$ cat src/rtl/vga_timing_pkg.sv
// Default VGA 640x480@60 timing constants and sync polarity encodings,
// shared by the sync generator and the renderer.
package vga_timing_pkg;

    localparam int DEF_H_DISPLAY = 640;
    localparam int DEF_H_FRONT   = 16;
    localparam int DEF_H_SYNC    = 96;
    localparam int DEF_H_BACK    = 48;
    localparam int DEF_V_DISPLAY = 480;
    localparam int DEF_V_FRONT   = 10;
    localparam int DEF_V_SYNC    = 2;
    localparam int DEF_V_BACK    = 33;

    localparam int DEF_H_TOTAL  = DEF_H_DISPLAY + DEF_H_FRONT + DEF_H_SYNC + DEF_H_BACK;
    localparam int DEF_V_TOTAL  = DEF_V_DISPLAY + DEF_V_FRONT + DEF_V_SYNC + DEF_V_BACK;
    localparam int DEF_HS_START = DEF_H_DISPLAY + DEF_H_FRONT;
    localparam int DEF_HS_END   = DEF_HS_START + DEF_H_SYNC;
    localparam int DEF_VS_START = DEF_V_DISPLAY + DEF_V_FRONT;
    localparam int DEF_VS_END   = DEF_VS_START + DEF_V_SYNC;

    localparam logic SYNC_ACTIVE_LOW  = 1'b0;
    localparam logic SYNC_ACTIVE_HIGH = 1'b1;

endpackage

$ cat src/rtl/vga_axis_counter.sv
// One raster axis: position counter with wrap flag, plus sync and active
// flags registered from the next count so they line up with the count.
module vga_axis_counter
    import vga_timing_pkg::*;
#(
    parameter int   DISPLAY = DEF_H_DISPLAY,
    parameter int   FRONT   = DEF_H_FRONT,
    parameter int   SYNC    = DEF_H_SYNC,
    parameter int   BACK    = DEF_H_BACK,
    parameter logic POL     = SYNC_ACTIVE_LOW,
    parameter int   W       = 10
) (
    input  logic         clk,
    input  logic         reset,
    input  logic         adv,
    output logic [W-1:0] count,
    output logic         wrap,
    output logic         sync,
    output logic         active
);

    localparam int           TOTAL   = DISPLAY + FRONT + SYNC + BACK;
    localparam logic [W-1:0] LAST    = W'(TOTAL - 1);
    localparam logic [W-1:0] S_START = W'(DISPLAY + FRONT);
    localparam logic [W-1:0] S_END   = W'(DISPLAY + FRONT + SYNC);
    localparam logic [W-1:0] DISP    = W'(DISPLAY);
    localparam logic [W-1:0] ZERO    = W'(0);
    localparam logic [W-1:0] ONE     = W'(1);

    logic [W-1:0] count_r;
    logic [W-1:0] count_nxt_s;
    logic         sync_r;
    logic         active_r;

    // next position: hold unless advancing, wrap after the last position
    always_comb begin
        count_nxt_s = count_r;
        if (adv) begin
            if (count_r == LAST) begin
                count_nxt_s = ZERO;
            end else begin
                count_nxt_s = count_r + ONE;
            end
        end else begin
            count_nxt_s = count_r;
        end
    end

    // count and flags; flags derive from the next count so they never lag
    always_ff @(posedge clk) begin
        if (reset) begin
            count_r  <= ZERO;
            sync_r   <= ~POL;
            active_r <= 1'b1;
        end else begin
            count_r  <= count_nxt_s;
            sync_r   <= ((count_nxt_s >= S_START) && (count_nxt_s < S_END)) ? POL : ~POL;
            active_r <= (count_nxt_s < DISP);
        end
    end

    assign count  = count_r;
    assign wrap   = (count_r == LAST);
    assign sync   = sync_r;
    assign active = active_r;

endmodule

$ cat src/rtl/vga_sync_gen.sv
// VGA raster timing generator: sync, display enable, pixel coordinates,
// line/frame/vblank strobes and a frame counter, advancing on pix_ce.
module vga_sync_gen
    import vga_timing_pkg::*;
#(
    parameter int   H_DISPLAY  = DEF_H_DISPLAY,
    parameter int   H_FRONT    = DEF_H_FRONT,
    parameter int   H_SYNC     = DEF_H_SYNC,
    parameter int   H_BACK     = DEF_H_BACK,
    parameter int   V_DISPLAY  = DEF_V_DISPLAY,
    parameter int   V_FRONT    = DEF_V_FRONT,
    parameter int   V_SYNC     = DEF_V_SYNC,
    parameter int   V_BACK     = DEF_V_BACK,
    parameter logic H_SYNC_POL = SYNC_ACTIVE_LOW,
    parameter logic V_SYNC_POL = SYNC_ACTIVE_LOW
) (
    input  logic       clk,
    input  logic       reset,
    input  logic       pix_ce,
    output logic       hsync,
    output logic       vsync,
    output logic       display_on,
    output logic [9:0] hpos,
    output logic [9:0] vpos,
    output logic       line_start,
    output logic       frame_start,
    output logic       vblank_start,
    output logic [7:0] frame_count
);

    localparam logic [9:0] V_LAST_VISIBLE = 10'(V_DISPLAY - 1);

    logic       h_wrap_s;
    logic       v_wrap_s;
    logic       v_adv_s;
    logic       h_active_s;
    logic       v_active_s;
    logic       line_start_r;
    logic       frame_start_r;
    logic       vblank_start_r;
    logic [7:0] frame_count_r;

    assign v_adv_s = pix_ce & h_wrap_s;

    vga_axis_counter #(
        .DISPLAY (H_DISPLAY),
        .FRONT   (H_FRONT),
        .SYNC    (H_SYNC),
        .BACK    (H_BACK),
        .POL     (H_SYNC_POL),
        .W       (10)
    ) u_h_axis (
        .clk    (clk),
        .reset  (reset),
        .adv    (pix_ce),
        .count  (hpos),
        .wrap   (h_wrap_s),
        .sync   (hsync),
        .active (h_active_s)
    );

    vga_axis_counter #(
        .DISPLAY (V_DISPLAY),
        .FRONT   (V_FRONT),
        .SYNC    (V_SYNC),
        .BACK    (V_BACK),
        .POL     (V_SYNC_POL),
        .W       (10)
    ) u_v_axis (
        .clk    (clk),
        .reset  (reset),
        .adv    (v_adv_s),
        .count  (vpos),
        .wrap   (v_wrap_s),
        .sync   (vsync),
        .active (v_active_s)
    );

    // strobes describe the position being entered; they hold while pix_ce is low
    always_ff @(posedge clk) begin
        if (reset) begin
            line_start_r   <= 1'b0;
            frame_start_r  <= 1'b0;
            vblank_start_r <= 1'b0;
            frame_count_r  <= 8'd0;
        end else if (pix_ce) begin
            line_start_r   <= h_wrap_s;
            frame_start_r  <= h_wrap_s & v_wrap_s;
            vblank_start_r <= h_wrap_s & (vpos == V_LAST_VISIBLE);
            if (h_wrap_s & v_wrap_s) begin
                frame_count_r <= frame_count_r + 8'd1;
            end
        end
    end

    // both axis flags are registers updated on the same edge, so this is glitch-free
    assign display_on   = h_active_s & v_active_s;
    assign line_start   = line_start_r;
    assign frame_start  = frame_start_r;
    assign vblank_start = vblank_start_r;
    assign frame_count  = frame_count_r;

endmodule

$ cat config.mk
export PLATFORM = sky130hd
export DESIGN_NAME = vga_sync_gen
export DESIGN_NICKNAME = d
export VERILOG_FILES = /design/src/rtl/vga_timing_pkg.sv /design/src/rtl/vga_axis_counter.sv /design/src/rtl/vga_sync_gen.sv
export SDC_FILE = /design/constraint.sdc
export NUM_CORES = 1
export LEC_CHECK = 0
export CORE_ASPECT_RATIO = 0.8
export CORE_MARGIN = 2
export CORE_UTILIZATION = 47
export DETAILED_ROUTE_END_ITERATION = 16
export PLACE_DENSITY = 0.86
export SLEW_MARGIN = 20
export SYNTH_ARGS = -nofsm -noshare
export SYNTH_HDL_FRONTEND = slang
export SYNTH_HIERARCHICAL = 1
export SYNTH_SLANG_ARGS = --single-unit
$ cat constraint.sdc
create_clock -name clk -period 7.6 [get_ports clk]
set_clock_uncertainty 0.05 [all_clocks]
set_input_delay 1.14 -clock clk [delete_from_list [all_inputs] [get_ports clk]]
set_output_delay 1.14 -clock clk [all_outputs]
set_load 0.005 [all_outputs]
After elaboration in Yosys (flattened, before gate mapping)
Cells that the tools add are included.
{"block": "totals", "elab_cells": 35, "out_inout_bits": 34, "ff_bits": 35, "input_bits": 3}
{"block": "classes", "reduce_logical": 3, "add_sub_neg": 3, "n_eq_ne": 3, "n_lt_le_gt_ge": 6, "n_bitwise": 4, "n_mux": 6}
{"cell": "10-bit 2-to-1 mux", "count": 4}
{"cell": "10-bit by 1-bit adder with 10-bit output (second input constant)", "count": 2}
{"cell": "10-bit equality test (second input constant)", "count": 2}
{"cell": "10-bit < comparator (second input constant)", "count": 2}
{"cell": "10-bit by 9-bit < comparator with 1-bit output (second input constant)", "count": 2}
{"cell": "10-bit by 9-bit equality test with 1-bit output (second input constant)", "count": 1}
{"cell": "10-bit >= comparator (second input constant)", "count": 1}
{"cell": "10-bit by 9-bit >= comparator with 1-bit output (second input constant)", "count": 1}
{"cell": "8-bit by 1-bit adder with 8-bit output (second input constant)", "count": 1}
{"cell": "1-bit AND", "count": 4}
{"cell": "1-bit logical AND", "count": 2}
{"cell": "1-bit 2-to-1 mux", "count": 2}
{"cell": "2-bit AND reduction", "count": 1}

Depth between registers and ports, before layout
{"block": "depth", "depth_word": 6, "depth_mapped": 10, "depth_no_buf": 9}

Modules after synthesis
Netlist, hierarchy kept.
{"mod": "vga_axis_counter at u_v_axis", "seq_area_each_um2": 240.2, "area_per_inst_um2": 684.4, "n_inst": 1, "cells_each": 82}
{"mod": "vga_axis_counter at u_h_axis", "seq_area_each_um2": 240.2, "area_per_inst_um2": 579.3, "n_inst": 1, "cells_each": 61}
{"mod": "vga_sync_gen", "seq_area_each_um2": 220.2, "area_per_inst_um2": 488.0, "n_inst": 1, "cells_each": 55}

Least setup slack after synthesis
No wires, ideal clock.
{"block": "synth_path", "path_type": "flip-flop to flip-flop", "startpoint": "register u_h_axis.count_r[0], in the netlist u_h_axis/count[0]", "endpoint": "register u_v_axis.sync_r, in the netlist u_v_axis/sync", "path_slack_ps": 4892, "t_required_ps": 7416, "period_less_slack_ps": 2708, "n_path_buf": 1, "stages_incl_launch_ff": 11, "t_arrival_ps": 2524, "setup_time_ps": 134, "cell_sequence": "dfxtp_1 -> ha_1 -> and4_1 -> nor2b_1 -> and2_2 -> buf_6 -> nand2_4 -> or4_1 -> o21ai_1 -> o21ai_1 -> or4_1"}
{"block": "synth_between", "elab_chain_cells": 6, "elab_cells_between_ends": 7, "classes_between": "order compare (2); eq/ne (1); mux (2); bitwise (1); reduce/logical (1)"}
{"item": "start, declared", "line_no": "vga_axis_counter.sv:30", "text": "logic [W-1:0] count_r;"}
{"item": "start signal, assigned", "line_no": "vga_axis_counter.sv:56", "text": "count_r <= count_nxt_s;"}
{"item": "10-bit equality test *", "line_no": "vga_axis_counter.sv:63", "text": "assign wrap = (count_r == LAST);"}
{"item": "named net h_wrap_s", "line_no": "vga_sync_gen.sv:33", "text": "logic h_wrap_s;"}
{"item": "1-bit AND *", "line_no": "vga_sync_gen.sv:43", "text": "assign v_adv_s = pix_ce & h_wrap_s;"}
{"item": "named net v_adv_s", "line_no": "vga_sync_gen.sv:35", "text": "logic v_adv_s;"}
{"item": "10-bit 2-to-1 mux *", "line_no": "vga_axis_counter.sv:38", "text": "if (adv) begin"}
{"item": "10-bit by 9-bit >= comparator with 1-bit output / 10-bit by 9-bit < comparator with 1-bit output (equally long branches)", "line_no": "vga_axis_counter.sv:57", "text": "sync_r <= ((count_nxt_s >= S_START) && (count_nxt_s < S_END)) ? POL : ~POL;"}
{"item": "1-bit logical AND *", "line_no": "vga_axis_counter.sv:57"}
{"item": "1-bit 2-to-1 mux *", "line_no": "vga_axis_counter.sv:57"}
{"item": "end signal, assigned", "line_no": "vga_axis_counter.sv:53", "text": "sync_r <= ~POL;"}
{"item": "end signal, assigned", "line_no": "vga_axis_counter.sv:57"}
{"item": "end, declared", "line_no": "vga_axis_counter.sv:32", "text": "logic sync_r;"}
Mark *: on every way through the listed nets, which the timed path passes. The rest lies on a longest branch.
A chain may end at the register's enable or synchronous reset.

Final worst setup path
{"block": "layout_path", "startpoint": "input pix_ce", "endpoint": "register u_v_axis.sync_r, in the netlist u_v_axis/sync"}
{"block": "layout_between", "elab_chain_cells": 5, "elab_cells_between_ends": 6, "classes_between": "order compare (2); mux (2); bitwise (1); reduce/logical (1)"}
{"item": "start, declared", "line_no": "vga_sync_gen.sv:19", "text": "input logic pix_ce,"}
{"item": "1-bit AND *", "line_no": "vga_sync_gen.sv:43"}
{"item": "named net v_adv_s", "line_no": "vga_sync_gen.sv:35"}
{"item": "10-bit 2-to-1 mux *", "line_no": "vga_axis_counter.sv:38"}
{"item": "10-bit by 9-bit >= comparator with 1-bit output / 10-bit by 9-bit < comparator with 1-bit output (equally long branches)", "line_no": "vga_axis_counter.sv:57"}
{"item": "1-bit logical AND *", "line_no": "vga_axis_counter.sv:57"}
{"item": "1-bit 2-to-1 mux *", "line_no": "vga_axis_counter.sv:57"}
Marks and branches as above.

==> impl_metrics.ini <==
[logic_synthesis]
synth_nets = 205
synth_seq_area_share = 0.400
synthXorXnorAreaFrac = 0.100
synth_compound_area_frac = 0.114
synth_seq_cells = 35
yosys.area.top_type = dfxtp_1
syn_area_sq_um = 1750
postSynthAreaPerCell_sq_um = 8.85
yosys-top-cells-area = dfxtp_1 (40%), nor2_1 (5.8%), xor2_1 (5.5%), xnor2_1 (4.5%), nand2_1 (3.9%)
synthMuxAreaShare = 0.0114
yosysWarnings = 6
synth_top_cell_area_share = 0.400
synth_cells = 198
synth_simple_gate_area_share = 0.312
synth_top_family_by_area = simple AND/OR/NAND/NOR gates
synth_cell_types = 48
synth_fa_ha_area_frac = 0.0286

[clock_network]
numClockSinks = 35
cts_tree = done
cts.htree.levels = 2
post_cts_buffers = 0
cts_root_buffer = clkbuf_8
cts.clk_slew.worst_paths_ns = 0.07
clk_latency_ns = 0.29
ctsResizeCount = 0
cts_inserted_buffers = 5
cts_buffer_depth = 2
hold_buffers = 0

[worst_setup_path]
cp-end-kind = register
worstPathMaxFanout = 13
cp.arrival_ns = 3.59
crit_path_top_delay_cell = clkdlybuf4s50_1
crit_family = simple AND/OR/NAND/NOR gates
slowest_delay_ns = 0.83
crit_type = primary input to register
start_kind = primary input
cp_data_required_time_ns = 7.70
cp_cell_sequence = clkdlybuf4s50_1, and2_2, nand2_4, or4_1, o21ai_1, o21ai_1, or4_1
crit_buf_inv = 1

[detailed_routing]
finalWirelength_um = 3870
drtIter0Drc = 92
routedWlPerCell_um = 13.9
drcViolationCount = 0
drt_pre_antenna_iters = 4
vias_per_cell = 5.60
final_antenna_net_count = 0
detailroute.via_count = 1558

[layout]
regArea_sq_um = 701
final_area_sq_um = 2220
layout_common_cells = clkdlybuf4s50_1 (36), dfxtp_1 (35), nor2_1 (27)
diodes = 0
fill_cells = 301
layout_commonest_cell = clkdlybuf4s50_1
area_growth_syn_to_layout_pct = 26.8
multi_input_area_sq_um = 992
drive_gt1_frac = 0.0720
nets = 242

[sta]
relSlewSlack = 0.547
grt_setup_unrepaired = false
fin_crit_sh = 0.459
whs_ns = 0.421
hold_viol = 0
finalSetupTns_ns = 0
fmax_ghz = 0.287
setup_viol = 0
tightest_slew_ns = 0.677
period_needed_ns = 3.49
slew_violations = 0

[global_route]
grt_antenna_before_repair = 0
grt_pass1_wl_um = 6580
grt_overflow = 0
grt_max_degree = 19
grt_pass1_vias = 1394
track_usage = 0.200

[placed_design]
hpwl_um = 2690
gp_congestion = 0.867
place_area_sq_um = 2120
io_buffers = 36

[pwr]
swShare = 0.217
power_frac_comb = 0.032
p_per_area_nw_per_um2 = 156
p_int_mw = 0.272
p_clk_frac = 0.432
ir_drop_uv = 135
p_sw_mw = 0.0754
p_leak_nw = 0.768
seqPwrFrac = 0.536

[die]
dieArea_sq_um = 4230
core-area_sq_um = 3490
boundaryPins = 37
die_height_um = 58.6
start_util = 0.501
fp-row-count = 19
die_w_um = 72.3

[job]
cap_viol_max_count = 0

[outcome]
status = completed

[worst_hold_path]
hold_path_class = register to register
area by class of cell:
| cell class | instances | share of cell area |
|---|---|---|
| Clock buffer | 8 | 0.0451 |
| Multi-Input combinational cell | 153 | 0.447 |
| Timing Repair Buffer | 36 | 0.162 |
| Inverter | 4 | 0.00676 |
| Sequential cell | 35 | 0.315 |
| Tap cell | 42 | 0.0237 |
worst register-to-register path, stage by stage, from the launching register on:
cell and delay (ns):
dfxtp_1 0.44, ha_1 0.22, and4_1 0.25, nor2b_1 0.36, and2_2 0.35, nand2_4 0.09
or4_1 0.48, o21ai_1 0.10, o21ai_1 0.08, or4_1 0.48
stage by stage:
step                      utilization  total power [mW]  std cells  setup slack [ns]
after floorplan                     -             0.196        198              4.89
after CTS                       0.636             0.351        278              4.15
after global placement          0.607             0.201        270              3.95
after global routing            0.636             0.362        278              4.03
after detailed placement        0.607             0.202        270              3.85
final                           0.636             0.347        278              4.11
state kept, by name, summed over array words and instances (netlist names):
signal,count
frame_count,8
u_h_axis/sync,1
line_start,1
frame_start,1
u_v_axis/count,10
u_v_axis/sync,1
vblank_start,1
u_h_axis/count,10
u_h_axis/active,1
u_v_axis/active,1
power groups by stage:
stage / registers (mW) / logic [mW] / clock network, mW
after global placement: 0.191 / 0.0108 / 0
after CTS: 0.186 / 0.0112 / 0.153
after global routing: 0.187 / 0.0124 / 0.163
after floorplan: 0.190 / 0.00586 / 0
after detailed placement: 0.191 / 0.0112 / 0
final: 0.186 / 0.0110 / 0.150
cells by family (layout without fill, tap and decap cells):
kind of cell    count (synthesis)  after routing
xor+xnor                       20             20
simple gates                   95             95
buf+inv                        10             48
fa+ha+maj                       4              4
flops                          35             35
mux                             2              2
compound gates                 32             32
path summary, 6_finish.rpt:
| check | start | endpoint | slack [ns] | depth (start not counted) |
|---|---|---|---|---|
| worst min register to register | vblank_start | vblank_start | 0.42 | 2 |
| worst max-delay path | pix_ce | u_v_axis/sync | 4.11 | 7 |
| worst max register to register | u_h_axis/count[0] | u_v_axis/sync | 4.56 | 9 |
| worst min-delay path | vblank_start | vblank_start | 0.42 | 2 |
layer usage:
layer | routed length [um] | track usage | vias to the layer above
met3 | 260 | 0.0497 | 3
met1 | 1860 | 0.280 | 731
met4 | 31 | 0.0620 | 0
met5 | 0 | 0 | -
li1 | - | - | 777
met2 | 1720 | 0.307 | 47
Yosys cell counts (all sizes together):
cell type	count
a21oi	13
a211o	1
nor2	27
or4	5
a31oi	1
a21o	3
o21a	1
clkbuf	1
nand2	19
mux2i	2
xor2	11
nor3b	1
and4	1
o211ai	1
nand3	9
dfxtp	35
nor2b	4
nor3	3
o31ai	3
nand2b	1
nand4	9
ha	4
o21bai	2
and4b	1
nor4	2
or3	5
a22o	1
nor4b	2
o22ai	1
nand4b	3
buf	5
xnor2	9
and3	1
inv	4
o21ai	5
and2	2
Power figures use the tool's default switching activity.
